File: config.mk
export PLATFORM = sky130hd
export DESIGN_NAME = pe_array_mac_flat
export DESIGN_NICKNAME = d
export VERILOG_FILES = /design/src/rtl/pe_array_mac_pkg.sv /design/src/rtl/pe_array_mac_if.sv /design/src/rtl/pe_array_mac_pe_lane.sv /design/src/rtl/pe_array_mac.sv /design/src/flat_wrapper.sv
export SDC_FILE = /design/constraint.sdc
export NUM_CORES = 1
export LEC_CHECK = 0
export ABC_AREA = 1
export CAP_MARGIN = 15
export CORE_AREA = 5 5 302 304
export DETAILED_ROUTE_END_ITERATION = 8
export DIE_AREA = 0 0 307 309
export PLACE_DENSITY = 0.52
export SYNTH_ARGS = -nofsm -noshare
export SYNTH_HDL_FRONTEND = slang
export SYNTH_SLANG_ARGS = --single-unit
File: constraint.sdc
create_clock -name clk -period 16.7 [get_ports clk]
set_clock_uncertainty 0.05 [all_clocks]
set_input_delay 4.175 -clock clk [delete_from_list [all_inputs] [get_ports clk]]
set_output_delay 4.175 -clock clk [all_outputs]
set_load 0.02 [all_outputs]
File: src/rtl/pe_array_mac_pkg.sv
// Shared constants, FSM encodings and width helpers for the PE array MAC.
package pe_array_pkg;

  localparam int DEF_LANES = 4;
  localparam int DEF_DW    = 8;
  localparam int DEF_WW    = 8;
  localparam int DEF_ACCW  = 24;
  localparam int DEF_KMAX  = 16;

  localparam logic [1:0] ST_IDLE   = 2'd0;
  localparam logic [1:0] ST_ACC    = 2'd1;
  localparam logic [1:0] ST_REDUCE = 2'd2;
  localparam logic [1:0] ST_OUT    = 2'd3;

  function automatic int calc_kw(input int kmax);
    return $clog2(kmax) + 1;
  endfunction

  function automatic int calc_ow(input int accw, input int lanes);
    return accw + $clog2(lanes);
  endfunction

endpackage

File: src/rtl/pe_array_mac_if.sv
// Configuration, input-beat and result handshake bundle of the PE array.
interface pe_array_mac_if
  import pe_array_pkg::*;
#(
  parameter int LANES = DEF_LANES,
  parameter int DW    = DEF_DW,
  parameter int WW    = DEF_WW,
  parameter int ACCW  = DEF_ACCW,
  parameter int KMAX  = DEF_KMAX
);
  localparam int KW = calc_kw(KMAX);
  localparam int OW = calc_ow(ACCW, LANES);

  logic [KW-1:0]         cfg_taps;
  logic                  cfg_signed;
  logic                  start;
  logic                  in_valid;
  logic                  in_ready;
  logic [LANES*DW-1:0]   in_data;
  logic [LANES*WW-1:0]   in_weight;
  logic                  out_valid;
  logic                  out_ready;
  logic [OW-1:0]         out_sum;
  logic [LANES*ACCW-1:0] out_lane;
  logic                  out_ovf;
  logic                  busy;

  modport master (
    output cfg_taps, cfg_signed, start, in_valid, in_data, in_weight, out_ready,
    input  in_ready, out_valid, out_sum, out_lane, out_ovf, busy
  );

  modport slave (
    input  cfg_taps, cfg_signed, start, in_valid, in_data, in_weight, out_ready,
    output in_ready, out_valid, out_sum, out_lane, out_ovf, busy
  );

endinterface

File: src/rtl/pe_array_mac_pe_lane.sv
// One multiply-accumulate lane: mode-dependent extension, wrapping accumulator,
// sticky overflow flag.
module pe_lane #(
  parameter int DW   = 8,
  parameter int WW   = 8,
  parameter int ACCW = 24
) (
  input  logic            clk,
  input  logic            rst_n,
  input  logic            clear,
  input  logic            en,
  input  logic            signed_mode,
  input  logic [DW-1:0]   data,
  input  logic [WW-1:0]   weight,
  output logic [ACCW-1:0] acc,
  output logic            ovf
);
  localparam int PW = DW + WW;

  logic [PW-1:0]   op_a, op_b, prod;
  logic [ACCW-1:0] addend;
  logic [ACCW:0]   sum;
  logic            ovf_step;

  // Low PW bits of the product of PW-bit extended operands equal the true
  // signed or unsigned product, so one multiplier serves both modes.
  assign op_a = {{WW{signed_mode & data[DW-1]}}, data};
  assign op_b = {{DW{signed_mode & weight[WW-1]}}, weight};
  assign prod = op_a * op_b;

  assign addend = signed_mode ? ACCW'($signed(prod)) : ACCW'(prod);
  assign sum    = {1'b0, acc} + {1'b0, addend};

  always_comb begin
    ovf_step = sum[ACCW];
    if (signed_mode)
      ovf_step = (acc[ACCW-1] == addend[ACCW-1]) && (sum[ACCW-1] != acc[ACCW-1]);
  end

  always_ff @(posedge clk or negedge rst_n) begin
    if (!rst_n) begin
      acc <= '0;
      ovf <= 1'b0;
    end else if (clear) begin
      acc <= '0;
      ovf <= 1'b0;
    end else if (en) begin
      acc <= sum[ACCW-1:0];
      ovf <= ovf | ovf_step;
    end
  end

endmodule

File: src/rtl/pe_array_mac.sv
// Multi-lane convolution PE array: per-lane MACs over a tap window, then a
// registered reduction of all lanes into one result behind a valid/ready port.
//
//  state     | meaning
//  ST_IDLE   | waiting for start with nonzero taps
//  ST_ACC    | accepting beats until the tap count is reached
//  ST_REDUCE | summing lane accumulators into the result register
//  ST_OUT    | result held until the downstream accepts it
module pe_array_mac
  import pe_array_pkg::*;
#(
  parameter int LANES = DEF_LANES,
  parameter int DW    = DEF_DW,
  parameter int WW    = DEF_WW,
  parameter int ACCW  = DEF_ACCW,
  parameter int KMAX  = DEF_KMAX
) (
  input logic          clk,
  input logic          rst_n,
  pe_array_mac_if.slave bus
);
  localparam int KW = calc_kw(KMAX);
  localparam int OW = calc_ow(ACCW, LANES);

  logic [1:0]            state;
  logic [KW-1:0]         taps, count, taps_clamped;
  logic                  sgn;
  logic [OW-1:0]         sum_q, sum_d;
  logic [ACCW-1:0]       acc [LANES];
  logic [LANES-1:0]      ovf_l;
  logic [LANES*ACCW-1:0] lane_vec;
  logic                  start_ok, beat, last_beat;

  assign start_ok     = (state == ST_IDLE) && bus.start && (bus.cfg_taps != '0);
  assign beat         = (state == ST_ACC) && bus.in_valid;
  assign last_beat    = beat && (count == taps - 1'b1);
  assign taps_clamped = (bus.cfg_taps > KW'(KMAX)) ? KW'(KMAX) : bus.cfg_taps;

  for (genvar i = 0; i < LANES; i++) begin : g_lane
    pe_lane #(.DW(DW), .WW(WW), .ACCW(ACCW)) u_lane (
      .clk         (clk),
      .rst_n       (rst_n),
      .clear       (start_ok),
      .en          (beat),
      .signed_mode (sgn),
      .data        (bus.in_data[i*DW +: DW]),
      .weight      (bus.in_weight[i*WW +: WW]),
      .acc         (acc[i]),
      .ovf         (ovf_l[i])
    );
    assign lane_vec[i*ACCW +: ACCW] = acc[i];
  end

  // Lanes are widened to OW before adding so the reduction never wraps.
  always_comb begin
    sum_d = '0;
    for (int i = 0; i < LANES; i++) begin
      if (sgn)
        sum_d = sum_d + {{(OW-ACCW){acc[i][ACCW-1]}}, acc[i]};
      else
        sum_d = sum_d + {{(OW-ACCW){1'b0}}, acc[i]};
    end
  end

  always_ff @(posedge clk or negedge rst_n) begin
    if (!rst_n) begin
      state <= ST_IDLE;
      taps  <= '0;
      count <= '0;
      sgn   <= 1'b0;
      sum_q <= '0;
    end else begin
      case (state)
        ST_IDLE: begin
          if (start_ok) begin
            state <= ST_ACC;
            taps  <= taps_clamped;
            sgn   <= bus.cfg_signed;
            count <= '0;
          end
        end
        ST_ACC: begin
          if (beat) count <= count + 1'b1;
          if (last_beat) state <= ST_REDUCE;
        end
        ST_REDUCE: begin
          sum_q <= sum_d;
          state <= ST_OUT;
        end
        ST_OUT: begin
          if (bus.out_ready) state <= ST_IDLE;
        end
        default: state <= ST_IDLE;
      endcase
    end
  end

  assign bus.in_ready  = (state == ST_ACC);
  assign bus.out_valid = (state == ST_OUT);
  assign bus.busy      = (state != ST_IDLE);
  assign bus.out_sum   = sum_q;
  assign bus.out_lane  = lane_vec;
  assign bus.out_ovf   = |ovf_l;

endmodule

File: src/flat_wrapper.sv
// flat-port wrapper written by rule: the top's interface ports become plain ports
module pe_array_mac_flat import pe_array_pkg::*;
#(
  parameter int LANES = DEF_LANES,
  parameter int DW    = DEF_DW,
  parameter int WW    = DEF_WW,
  parameter int ACCW  = DEF_ACCW,
  parameter int KMAX  = DEF_KMAX
)
  (clk, rst_n, bus_cfg_taps, bus_cfg_signed, bus_start, bus_in_valid, bus_in_data, bus_in_weight, bus_out_ready, bus_in_ready, bus_out_valid, bus_out_sum, bus_out_lane, bus_out_ovf, bus_busy);
  pe_array_mac_if #(.LANES(LANES), .DW(DW), .WW(WW), .ACCW(ACCW), .KMAX(KMAX)) bus_i ();
  input logic clk;
  input logic rst_n;
  input wire logic [$bits(bus_i.cfg_taps)-1:0] bus_cfg_taps;
  input wire logic [$bits(bus_i.cfg_signed)-1:0] bus_cfg_signed;
  input wire logic [$bits(bus_i.start)-1:0] bus_start;
  input wire logic [$bits(bus_i.in_valid)-1:0] bus_in_valid;
  input wire logic [$bits(bus_i.in_data)-1:0] bus_in_data;
  input wire logic [$bits(bus_i.in_weight)-1:0] bus_in_weight;
  input wire logic [$bits(bus_i.out_ready)-1:0] bus_out_ready;
  output wire logic [$bits(bus_i.in_ready)-1:0] bus_in_ready;
  output wire logic [$bits(bus_i.out_valid)-1:0] bus_out_valid;
  output wire logic [$bits(bus_i.out_sum)-1:0] bus_out_sum;
  output wire logic [$bits(bus_i.out_lane)-1:0] bus_out_lane;
  output wire logic [$bits(bus_i.out_ovf)-1:0] bus_out_ovf;
  output wire logic [$bits(bus_i.busy)-1:0] bus_busy;
  assign bus_i.cfg_taps = bus_cfg_taps;
  assign bus_i.cfg_signed = bus_cfg_signed;
  assign bus_i.start = bus_start;
  assign bus_i.in_valid = bus_in_valid;
  assign bus_i.in_data = bus_in_data;
  assign bus_i.in_weight = bus_in_weight;
  assign bus_i.out_ready = bus_out_ready;
  assign bus_in_ready = bus_i.in_ready;
  assign bus_out_valid = bus_i.out_valid;
  assign bus_out_sum = bus_i.out_sum;
  assign bus_out_lane = bus_i.out_lane;
  assign bus_out_ovf = bus_i.out_ovf;
  assign bus_busy = bus_i.busy;
  pe_array_mac #(.LANES(LANES), .DW(DW), .WW(WW), .ACCW(ACCW), .KMAX(KMAX)) u_core (.clk(clk), .rst_n(rst_n), .bus(bus_i));
endmodule
# Yosys cells after proc, flatten, opt, wreduce, memory -nomap -nowiden
# Cells that the tools add are included.
# classes
mul	4
n_bitwise	12
muxes	36
add_sub_neg	12
reduce_logical	17
eq_ne	16
order_cmp	1
# op_table
operator	n
24-bit two-way mux	12
26-bit two-way mux	4
24-bit by 24-bit adder with 25-bit output	4
26-bit by 24-bit adder with 26-bit output	3
26-bit adder	3
9-bit by 9-bit multiplier with 16-bit output	4
5-bit two-way mux	3
1-bit two-way mux	12
5-bit case mux with 2 select lines	1
1-bit bitwise AND	8
1-bit logical AND	8
2-bit case mux with 4 select lines	1
2-bit two-way mux	3
3-bit AND reduction	2
2-bit nonzero test	3
5-bit by 1-bit adder with 5-bit output (second input constant)	1
5-bit equality test	1
5-bit greater-than comparator (second input constant)	1
5-bit nonzero test	1
5-bit by 1-bit subtractor with 5-bit output (second input constant)	1
1-bit equality test	4
2-bit equality test (second input constant)	2
1-bit != test	4
2-bit by 1-bit != test with 1-bit output (second input constant)	2
other kinds (6)	10
# word_totals
output_inout_bits	126
in_bits	75
word_cells	111
ff_bits	139

# Logic depth before layout (Yosys ltp)
# Gate-level depths: netlist (run 1).
# logic_depth
ltp_word	10
mapped_depth	38
ltp_nobuf	34

# Hierarchy
# Synthesis (run 1) repeated with hierarchy kept, for this count alone.
# unflattened
hier_cells	3896
area_unflattened_um2	27091.0
# by_module_without_submodules
mod	cells_each	area_each_um2	n_inst	seq_area_each_um2
pe_array_mac	876	5860.6	1	975.9
pe_lane (u_core.g_lane[2].u_lane)	763	5396.4	1	625.6
pe_lane (u_core.g_lane[0].u_lane)	754	5296.3	1	625.6
pe_lane (u_core.g_lane[1].u_lane)	751	5280.1	1	625.6
pe_lane (u_core.g_lane[3].u_lane)	752	5257.5	1	625.6

# Worst setup path after synthesis (run 1)
# Ideal clock, no wire load.
# synth_path
kind	input-to-reg
from	input bus_in_weight[31]
to	register u_core.g_lane[3].u_lane.ovf
required_ns	16.572
setup_time_ns	0.078
n_path_buf	1
path_stages	28
path_slack_ns	6.644
arrival_ns	9.928
path_cell_list	buf_2 -> nand2_8 -> or2_2 -> fa_1 -> fa_1 -> inv_1 -> fa_1 -> fa_1 -> inv_1 -> fa_1 -> inv_1 -> ha_1 -> inv_1 -> nor3_1 -> nand3_1 -> nand4_1 -> xnor2_1 -> nor2_1 -> ha_1 -> a21oi_1 -> o21bai_1 -> a21oi_1 -> nand3_1 -> nand2_1 -> nand3_1 -> nand2_1 -> nand2_1 -> a21oi_1
# synth_between
elab_chain_len	10
word_cells_on_any_way	11
classes_between	1 x add/sub; 1 x mul; 2 x eq/ne; 4 x mux; 2 x bitwise; 1 x reduce/logical
# synth_rtl
item	line	rtl
start: declaration	flat_wrapper.sv:19	input wire logic [$bits(bus_i.in_weight)-1:0] bus_in_weight;
1-bit bitwise AND	pe_array_mac_pe_lane.sv:28	assign op_b = {{DW{signed_mode & weight[WW-1]}}, weight};
9-bit by 9-bit multiplier with 16-bit output (*)	pe_array_mac_pe_lane.sv:29	assign prod = op_a * op_b;
24-bit two-way mux (*)	pe_array_mac_pe_lane.sv:31	assign addend = signed_mode ? ACCW'($signed(prod)) : ACCW'(prod);
24-bit by 24-bit adder with 25-bit output	pe_array_mac_pe_lane.sv:32	assign sum = {1'b0, acc} + {1'b0, addend};
1-bit != test	pe_array_mac_pe_lane.sv:37	ovf_step = (acc[ACCW-1] == addend[ACCW-1]) && (sum[ACCW-1] != acc[ACCW-1]);
1-bit logical AND	pe_array_mac_pe_lane.sv:37	
1-bit two-way mux (*)	pe_array_mac_pe_lane.sv:36	if (signed_mode)
1-bit bitwise OR (*)	pe_array_mac_pe_lane.sv:49	ovf <= ovf | ovf_step;
1-bit two-way mux (*)	pe_array_mac_pe_lane.sv:47	end else if (en) begin
1-bit two-way mux (*)	pe_array_mac_pe_lane.sv:44	end else if (clear) begin
end signal: assignment	pe_array_mac_pe_lane.sv:49	
end: declaration	pe_array_mac_pe_lane.sv:16	output logic ovf
# Mark *: on every way between the ends. The rest lies on a longest branch, timed or not. The select of a mux whose other input is x is not followed.
# A chain may end at the register's enable or synchronous reset.

# Worst setup path in the final report (run 1)
# layout_path
from	input bus_in_data[23]
to	register u_core.g_lane[2].u_lane.ovf
# layout_between
elab_chain_len	10
word_cells_on_any_way	11
classes_between	1 x add/sub; 1 x mul; 2 x eq/ne; 4 x mux; 2 x bitwise; 1 x reduce/logical
# layout_rtl
item	line	rtl
start: declaration	flat_wrapper.sv:18	input wire logic [$bits(bus_i.in_data)-1:0] bus_in_data;
1-bit bitwise AND	pe_array_mac_pe_lane.sv:27	assign op_a = {{WW{signed_mode & data[DW-1]}}, data};
9-bit by 9-bit multiplier with 16-bit output (*)	pe_array_mac_pe_lane.sv:29	
24-bit two-way mux (*)	pe_array_mac_pe_lane.sv:31	
24-bit by 24-bit adder with 25-bit output	pe_array_mac_pe_lane.sv:32	
1-bit != test	pe_array_mac_pe_lane.sv:37	
1-bit logical AND	pe_array_mac_pe_lane.sv:37	
1-bit two-way mux (*)	pe_array_mac_pe_lane.sv:36	
1-bit bitwise OR (*)	pe_array_mac_pe_lane.sv:49	
1-bit two-way mux (*)	pe_array_mac_pe_lane.sv:47	
1-bit two-way mux (*)	pe_array_mac_pe_lane.sv:44	
end signal: assignment	pe_array_mac_pe_lane.sv:49	
end: declaration	pe_array_mac_pe_lane.sv:16	
# Marks and branches as above.

==> out/metrics.cfg, run 1 <==
[outcome]
outcome = completed

[grt]
grt_max_degree = 74
use_met1_pct = 22.9
antenna_found_initial = 4
grt_use_total_pct = 17.7
grt_use_met2_pct = 30.0
grt_pass1_wl_um = 132000
first_global_vias = 23800
met3_usage_pct = 3.70
grt_overflow = 0
top_usage_layer = met2

[critical_path]
rr_worst_depth = 32
crit_type = primary input to flop
cp-end-kind = flop
cp-start-kind = primary input
arrival_ns = 11.24
cpPeakStageDelay_ns = 0.69
crit_slowest_cell = clkdlybuf4s50_1
crit_fanout = 9
cp-endpoint = u_core.g_lane[2].u_lane.ovf
worstSetupStartpoint = bus_in_data[23]
r2r_slack_ns = 9.03
worst_ep_required_time_ns = 17.06
reg2reg_to = u_core.g_lane[2].u_lane.ovf
r2r-start = u_core.sgn

[clock_tree]
numCtsBuffers = 17
clk_pin_slew_ns = 0.06
h-tree-depth = 4
cts_tree = built
cts_setup_buffers = 0
clock_path_buffers = 2
postCtsHoldBufs = 0
ctsResizeCount = 0
insertion_delay_ns = 0.50
cts_root_buffer = clkbuf_16
cts_sinks = 139

[logic_synthesis]
yosysTopAreaCell = fa_1
synthTopCellsByArea = fa_1 20%, ha_1 15%, nand2_1 14%, dfrtp_1 13%, inv_1 11%
syn_avg_cell_area_um2 = 7.04
ys_ff_latch = 139
syn_area_mm2 = 0.0262
synth_commonest_cells = 982 x nand2_1, 738 x inv_1, 309 x ha_1
synth_top_area_share_pct = 19.8
synth_edf_count = 0
netlist_instances = 3725
async_flop_share_pct = 100
ys_warn_count = 0
synth_cell_types = 57
synth_seq_area_share_pct = 13.3
yosysMostFrequentCell = nand2_1
ys.flop_type = dfrtp_1
syn_nets = 4368

[timing]
maxSlewViolCount = 0
fmax_mhz = 91.9
fin_crit_sh_pct = 65.2
hold_viol_final = 0
relSlewSlack_pct = 33.9
worst_slew_pin_slew_ns = 0.991
layout_min_cycle_time_ns = 10.88
setup-tns-final_ns = 0
setup_viol = 0
rsz0062_at_grt = false

[finish]
fin_nets = 4501
drive_above_1_share_pct = 2.30
fill_cells = 9556
num_antenna_cells = 0
area_growth_pct = 14.4

[route]
wirelength_um = 83600
ant_nets = 0
drcViolationCount = 0
wl_per_cell_um = 16.6
drtIter0Drc = 1170
dr.pass1.iters = 5
via_per_inst = 4.70
vias = 23700

[floorplan]
core-area_mm2 = 0.0880
rows = 109
dieArea_mm2 = 0.0949
die_y_um = 309
die_w_um = 307
ios = 201
start_util_pct = 29.8

[flow_run]
drv_cap = 0

[hold_path]
min-delay-path-class = flop to flop

[placed_design]
io_buffers = 200
gp_congestion = 0.912
place_hpwl_um = 69700

==> stage by stage <==
| stage | area, µm² | setup WS, ns | hold WS, ns | utilization, % | std cells |
|---|---|---|---|---|---|
| finish | 30000 | 5.82 | 0.428 | 34.1 | 5036 |
| global route | 30000 | 5.25 | 0.453 | 34.1 | 5036 |
| CTS | 30000 | 5.83 | 0.435 | 34.1 | 5036 |
| detailed placement | 29300 | 5.31 | 0.416 | 33.4 | 5004 |
| global placement | 29300 | 5.39 | 0.415 | 33.4 | 5004 |
| floorplan | 26200 | 6.64 | 0.434 | - | 3725 |
==> worst max-delay path: cells and delay by family <==
kind,cells,cell delay (ns)
buf+inv,6,1.18
simple gates,12,2.08
fa+ha+maj,7,3.03
compound gates,5,0.78
==> cell type report <==
type | count | area (µm²) | area share [%]
inverters | 741 | 2780 | 9.27
repair buffers | 210 | 2080 | 6.93
well taps | 1165 | 1460 | 4.86
clock buffers | 23 | 468 | 1.56
clock inverters | 9 | 184 | 0.613
multi-input cells | 2749 | 19500 | 65.2
flip-flops and latches | 139 | 3480 | 11.6
==> registers in the layout, summed over array words and instances, names as in the netlist <==
signal                    flops
u_core.g_lane.u_lane.acc     96
u_core.g_lane.u_lane.ovf      4
u_core.count                  5
u_core.state                  2
u_core.bus.out_sum           26
u_core.taps                   5
u_core.sgn                    1
==> cells by family (layout without fill, tap and decap cells) <==
| kind of cell | after synthesis | in the layout | share of synthesized area, % |
|---|---|---|---|
| compound gates | 561 | 561 | 12.3 |
| simple gates | 1476 | 1476 | 22.9 |
| flops | 139 | 139 | 13.3 |
| xor+xnor | 144 | 144 | 4.81 |
| fa+ha+maj | 568 | 568 | 34.5 |
| buf+inv | 837 | 983 | 12.2 |
==> routing by layer <==
| metal | wire length [µm] | vias to the layer above | part of all wire [%] |
|---|---|---|---|
| li1 | - | 12000 | - |
| met1 | 37500 | 11200 | 45 |
| met2 | 39700 | 436 | 47 |
| met3 | 4260 | 106 | 5.1 |
| met4 | 2180 | 4 | 2.6 |
| met5 | 22 | - | 0.026 |
==> worst min-delay path by stage <==
stage                                     start               endpoint  slack [ns]  cells after the start
after floorplan                  u_core.taps[4]         u_core.taps[4]        0.43                      1
after global placement    u_core.bus.out_sum[0]  u_core.bus.out_sum[0]        0.41                      2
after detailed placement  u_core.bus.out_sum[0]  u_core.bus.out_sum[0]        0.42                      2
after CTS                 u_core.bus.out_sum[0]  u_core.bus.out_sum[0]        0.43                      2
after global routing      u_core.bus.out_sum[1]  u_core.bus.out_sum[1]        0.45                      2
final                     u_core.bus.out_sum[1]  u_core.bus.out_sum[1]        0.43                      2
==> placed cells by master (no fill, tap or decap), drive strengths merged, types with 2 or more instances in the layout <==
cell	synthesis	final
a21o	28	28
fa	259	259
dfrtp	139	139
a31oi	12	12
nor4	12	12
a31o	3	3
a21oi	243	243
a22o	7	7
a221oi	4	4
ha	309	309
nand3b	5	5
xnor2	61	61
nand2	988	988
clkinv	1	2
o21bai	23	23
nor2	246	246
nand4	33	33
o2111ai	2	2
o31ai	10	10
nor3	41	41
clkdlybuf4s50	0	199
o211ai	7	7
inv	740	742
nand3	127	127
or2	22	22
a32o	11	11
buf	34	11
o22ai	6	6
bufinv	0	5
o21ai	183	183
o21a	6	6
a211oi	4	4
xor2	83	83
a21boi	7	7
clkbuf	62	23
Power of run 1 is not shown: default switching activity piles up to over one toggle a cycle in this logic, so the estimate is an artifact.
==> inputs of run 2 (changes only) <==
--- a/config.mk
+++ b/config.mk
@@ -10,7 +10,7 @@
 export CORE_AREA = 5 5 302 304
 export DETAILED_ROUTE_END_ITERATION = 8
 export DIE_AREA = 0 0 307 309
-export PLACE_DENSITY = 0.52
+export PLACE_DENSITY = 0.54
 export SYNTH_ARGS = -nofsm -noshare
 export SYNTH_HDL_FRONTEND = slang
 export SYNTH_SLANG_ARGS = --single-unit
==> constraint.sdc (replaced) <==
create_clock -name clk -period 9.4 [get_ports clk]
set_clock_uncertainty 0.05 [all_clocks]
set_input_delay 2.35 -clock clk [delete_from_list [all_inputs] [get_ports clk]]
set_output_delay 2.35 -clock clk [all_outputs]
set_load 0.02 [all_outputs]
==> out/metrics.cfg, run 2 (synthesis gave the netlist of run 1 again) <==
[clock_tree]
insertion_delay_ns = 0.48  ; -0.02 ns
cts_tree = built
cts_setup_buffers = 0  ; unchanged
ctsResizeCount = 0  ; unchanged
postCtsHoldBufs = 0  ; unchanged
clk_pin_slew_ns = 0.06  ; about the same
cts_sinks = 139  ; unchanged
numCtsBuffers = 17  ; unchanged
clock_path_buffers = 2  ; unchanged
cts_root_buffer = clkbuf_16
h-tree-depth = 4  ; unchanged

[critical_path]
cp-start-kind = primary input
crit_type = primary input to flop
crit_fanout = 8  ; -1
r2r-start = u_core.sgn
r2r_slack_ns = 2.17  ; -6.86 ns
arrival_ns = 9.02  ; -2.22 ns
rr_worst_depth = 32  ; unchanged
reg2reg_to = u_core.g_lane[2].u_lane.acc[22]
worst_ep_required_time_ns = 9.72  ; -7.34 ns
cp-end-kind = flop

[floorplan]
ios = 201  ; unchanged
rows = 109  ; unchanged
core-area_mm2 = 0.0880  ; unchanged
die_w_um = 307  ; unchanged
dieArea_mm2 = 0.0949  ; unchanged
die_y_um = 309  ; unchanged
start_util_pct = 29.8  ; unchanged

[timing]
rsz0062_at_grt = false
maxSlewViolCount = 0  ; unchanged
setup_viol = 0  ; unchanged
relSlewSlack_pct = 39.7  ; +5.8 points
worst_slew_pin_slew_ns = 0.904  ; -0.0876 ns
layout_min_cycle_time_ns = 8.70
fmax_mhz = 115
holdWs_ns = 0.427  ; -0.000803 ns
fin_crit_sh_pct = 92.6
setup-tns-final_ns = 0  ; unchanged
hold_viol_final = 0  ; unchanged

[flow_run]
drv_cap = 0  ; unchanged

[placed_design]
io_buffers = 200  ; unchanged
gp_congestion = 0.919  ; +0.83%
place_hpwl_um = 70500  ; +1.2%

[route]
wl_per_cell_um = 16.3  ; -1.6%
ant_nets = 0  ; unchanged
drcViolationCount = 0  ; unchanged
wirelength_um = 83300  ; -0.30%
via_per_inst = 4.72  ; +0.37%
dr.pass1.iters = 5  ; unchanged
drtIter0Drc = 1235  ; +5.6%
vias = 24100  ; +1.7%

[finish]
drive_above_1_share_pct = 4.04  ; +1.7 points
final_common_cell = nand2_1
fill_cells = 9511  ; -0.47%
fin_nets = 4569  ; +1.5%
area_growth_pct = 16.0
largest_reg_flops = 96  ; unchanged
most-common-layout-cells = 982 x nand2_1, 737 x inv_1, 309 x ha_1
num_antenna_cells = 0  ; unchanged
largest_register = u_core.g_lane.u_lane.acc

[grt]
first_global_vias = 23900  ; +0.27%
grt_pass1_wl_um = 132000  ; -0.40%
antenna_found_initial = 2  ; -2
grt_max_degree = 50  ; -32%
grt_use_total_pct = 17.5  ; -0.14 points
grt_overflow = 0  ; unchanged

[hold_path]
whs_path_depth = 2  ; unchanged
min_from = u_core.bus.out_sum[0]
min_to = u_core.bus.out_sum[0]
min-delay-path-class = flop to flop

[outcome]
outcome = completed

## run 2: cell count changes in the layout (fill, tap and decap cells not counted)
cell,before,now
clkinvlp_4,1,3
clkbuf_8,2,5
bufinv_16,5,1
clkbuf_1,4,0
clkinv_2,0,1
buf_4,10,78
## run 2: area by class of cell
type                       instances  area (µm²)  area share (%)
timing repair buffer             278        2590            8.51
multi-input combinational       2749       19500            64.2
inverter                         741        2780            9.14
tap                             1165        1460            4.79
clock buffer                      22         494            1.62
sequential                       139        3480            11.4
clock inverter                     8        83.8           0.275
## run 2: through the flow
stage	cell area, µm²	std cells	utilization (%)	setup WS (ns)
after floorplan	26200	3725	-	1.17
after global placement	29900	5072	33.9	0.249
after detailed placement	29900	5072	33.9	0.234
after CTS	30400	5102	34.6	0.736
after global routing	30400	5102	34.6	0.0963
final	30400	5102	34.6	0.696
## run 2: worst max-delay path, cell delays in order
cell and delay, ns:
clkdlybuf4s50_1 0.60, nand2_8 0.06, or2_2 0.30, fa_1 0.51, fa_1 0.55, inv_1 0.06, fa_1 0.52, fa_1 0.55
inv_1 0.05, fa_1 0.53, inv_1 0.04, ha_1 0.31, a21oi_1 0.18, o21ai_0 0.14, nand2_1 0.08, nand4_1 0.09
xnor2_1 0.37, nor2_1 0.08, buf_4 0.21, ha_1 0.38, nand2_1 0.12, nor4_1 0.38, nand3_1 0.13, nand3_1 0.16
a21oi_1 0.07, o21ai_0 0.12, nand2_1 0.07
## run 2: worst max path at each step
stage | start | to | depth (start not counted)
final | bus_in_weight[31] | u_core.g_lane[3].u_lane.acc[21] | 27
after global placement | bus_in_weight[31] | u_core.g_lane[3].u_lane.ovf | 31
after detailed placement | bus_in_data[23] | u_core.g_lane[2].u_lane.acc[22] | 33
after global routing | bus_in_data[15] | u_core.g_lane[1].u_lane.ovf | 31
after CTS | bus_in_weight[31] | u_core.g_lane[3].u_lane.acc[22] | 28
after floorplan | bus_in_weight[31] | u_core.g_lane[3].u_lane.ovf | 28
## run 2: per-layer routing
layer / vias to the layer above / track usage [%] / wire length, µm
met2: 487 / 29.8 / 39600
met3: 93 / 2.75 / 4060
met1: 11400 / 23.2 / 37400
met4: 2 / 5.13 / 2330
li1: 12100 / - / -
met5: - / 0 / 13
Power of run 2 is left out for the same reason.
==> inputs of run 3 (changes only) <==
--- a/config.mk
+++ b/config.mk
@@ -7,10 +7,10 @@
 export LEC_CHECK = 0
 export ABC_AREA = 1
 export CAP_MARGIN = 15
-export CORE_AREA = 5 5 302 304
+export CORE_AREA = 5 5 225 227
 export DETAILED_ROUTE_END_ITERATION = 8
-export DIE_AREA = 0 0 307 309
-export PLACE_DENSITY = 0.54
+export DIE_AREA = 0 0 230 232
+export PLACE_DENSITY = 0.84
 export SYNTH_ARGS = -nofsm -noshare
 export SYNTH_HDL_FRONTEND = slang
 export SYNTH_SLANG_ARGS = --single-unit
==> out/metrics.cfg, run 3 (synthesis gave the netlist of run 1 again) <==
[timing]
setup_slack_ns = 0.529  ; -0.167 ns
rsz0062_at_grt = false
relSlewSlack_pct = 35.0  ; -4.7 points
maxSlewViolCount = 0  ; unchanged
fmax_mhz = 113  ; -1.9%
fin_crit_sh_pct = 94.4  ; +1.8 points
worst_slew_pin_slew_ns = 0.974  ; +0.0702 ns
setup-tns-final_ns = 0  ; unchanged
setup_viol = 0  ; unchanged
layout_min_cycle_time_ns = 8.87  ; +0.167 ns
hold_viol_final = 0  ; unchanged

[critical_path]
critPathBufInv = 6  ; +1
cp-end-kind = flop
worstSetupStartpoint = bus_in_data[15]
r2r-start = u_core.sgn
crit_type = primary input to flop
cpPeakStageDelay_ns = 0.64  ; +0.04 ns
worst_ep_required_time_ns = 9.71  ; about the same
reg2reg_to = u_core.g_lane[3].u_lane.ovf
critPathTopFamily = adder cells
r2r_slack_ns = 2.14  ; -0.03 ns
cp_common_cell = inv_1
arrival_ns = 9.18  ; +0.16 ns
crit_slowest_cell = clkdlybuf4s50_1
cp-start-kind = primary input
rr_worst_depth = 28  ; -13%
crit_fanout = 9  ; +1

[route]
dr.pass1.iters = 6  ; +1
via_per_inst = 5.43  ; +15%
ant_nets = 0  ; unchanged
wirelength_um = 73400  ; -12%
drtIter0Drc = 1754  ; +42%
vias = 24600  ; +2.0%
wl_per_cell_um = 16.2  ; -0.81%
drcViolationCount = 0  ; unchanged

[clock_tree]
cts_sinks = 139  ; unchanged
cts_setup_buffers = 0  ; unchanged
ctsResizeCount = 0  ; unchanged
h-tree-depth = 4  ; unchanged
clk_pin_slew_ns = 0.07  ; about the same
cts_root_buffer = clkbuf_16
insertion_delay_ns = 0.46  ; -0.02 ns
cts_tree = built
postCtsHoldBufs = 0  ; unchanged
numCtsBuffers = 17  ; unchanged
clock_path_buffers = 2  ; unchanged

[flow_run]
drv_cap = 0  ; unchanged

[placed_design]
io_buffers = 200  ; unchanged
pre_cts_ws_ns = 0.124  ; -0.110 ns
place_hpwl_um = 61200  ; -13%
gp_congestion = 1.00  ; +8.8%
placed_area_mm2 = 0.0289  ; -3.1%

[floorplan]
die_w_um = 230  ; -25%
ios = 201  ; unchanged
core-area_mm2 = 0.0484  ; -45%
die_y_um = 232  ; -25%
start_util_pct = 54.1  ; +24 points
dieArea_mm2 = 0.0534  ; -44%
rows = 81  ; -26%

[outcome]
outcome = completed

[finish]
most-common-layout-cells = 982 x nand2_1, 738 x inv_1, 309 x ha_1
finalInstanceArea_mm2 = 0.0295  ; -3.2%
num_antenna_cells = 0  ; unchanged
largest_reg_flops = 96  ; unchanged
area_growth_pct = 12.3
fin_nets = 4535  ; -0.74%
largest_register = u_core.g_lane.u_lane.acc
final_common_cell = nand2_1
drive_above_1_share_pct = 3.20  ; -0.84 points

[hold_path]
whs_path_depth = 2  ; unchanged
min_to = u_core.bus.out_sum[0]
min_from = u_core.bus.out_sum[0]
min-delay-path-class = flop to flop

[grt]
first_global_vias = 24200  ; +1.5%
grt_overflow = 0  ; unchanged
grt_max_degree = 74  ; +48%
grt_use_total_pct = 27.4  ; +9.9 points
antenna_found_initial = 1  ; -1
grt_pass1_wl_um = 120000  ; -8.9%

==> run 3: routing by layer <==
layer,wire (µm),vias to the layer above,global-route usage (%),share of wire [%]
li1,-,12000,-,-
met1,29200,11500,33.8,40
met2,35000,881,47.6,48
met3,6050,187,5.71,8.3
met4,3130,2,10.4,4.3
met5,13,-,0,0.018
==> run 3: layout make-up <==
type / instances / area [µm²]
clock buffers: 19 / 443
repair buffers: 244 / 2330
fillers: 4372 / 19000
inverters: 741 / 2780
well taps: 622 / 778
flip-flops and latches: 139 / 3480
multi-input cells: 2749 / 19500
clock inverters: 13 / 95.1
==> run 3: worst max-delay path by stage <==
stage	endpoint	cells after the start	slack [ns]
final	u_core.g_lane[1].u_lane.ovf	29	0.53
after global routing	u_core.g_lane[0].u_lane.ovf	34	0.04
after floorplan	u_core.g_lane[3].u_lane.ovf	28	1.17
after CTS	u_core.g_lane[3].u_lane.ovf	29	0.57
after global placement	u_core.g_lane[3].u_lane.ovf	28	0.20
after detailed placement	u_core.g_lane[3].u_lane.ovf	29	0.12
==> run 3: tightest hold or removal path, delay by kind of cell (launching register included) <==
family,cells,cell delay [ns]
flops,1,0.34
simple gates,2,0.11
==> run 3: stage by stage <==
stage | hold slack (ns) | cells | util, %
after floorplan | 0.434 | 3725 | -
after global placement | 0.403 | 4495 | 59.7
after detailed placement | 0.416 | 4495 | 59.7
after CTS | 0.430 | 4527 | 60.8
after global routing | 0.448 | 4527 | 60.8
final | 0.431 | 4527 | 60.8
Power of run 3 is left out for the same reason.
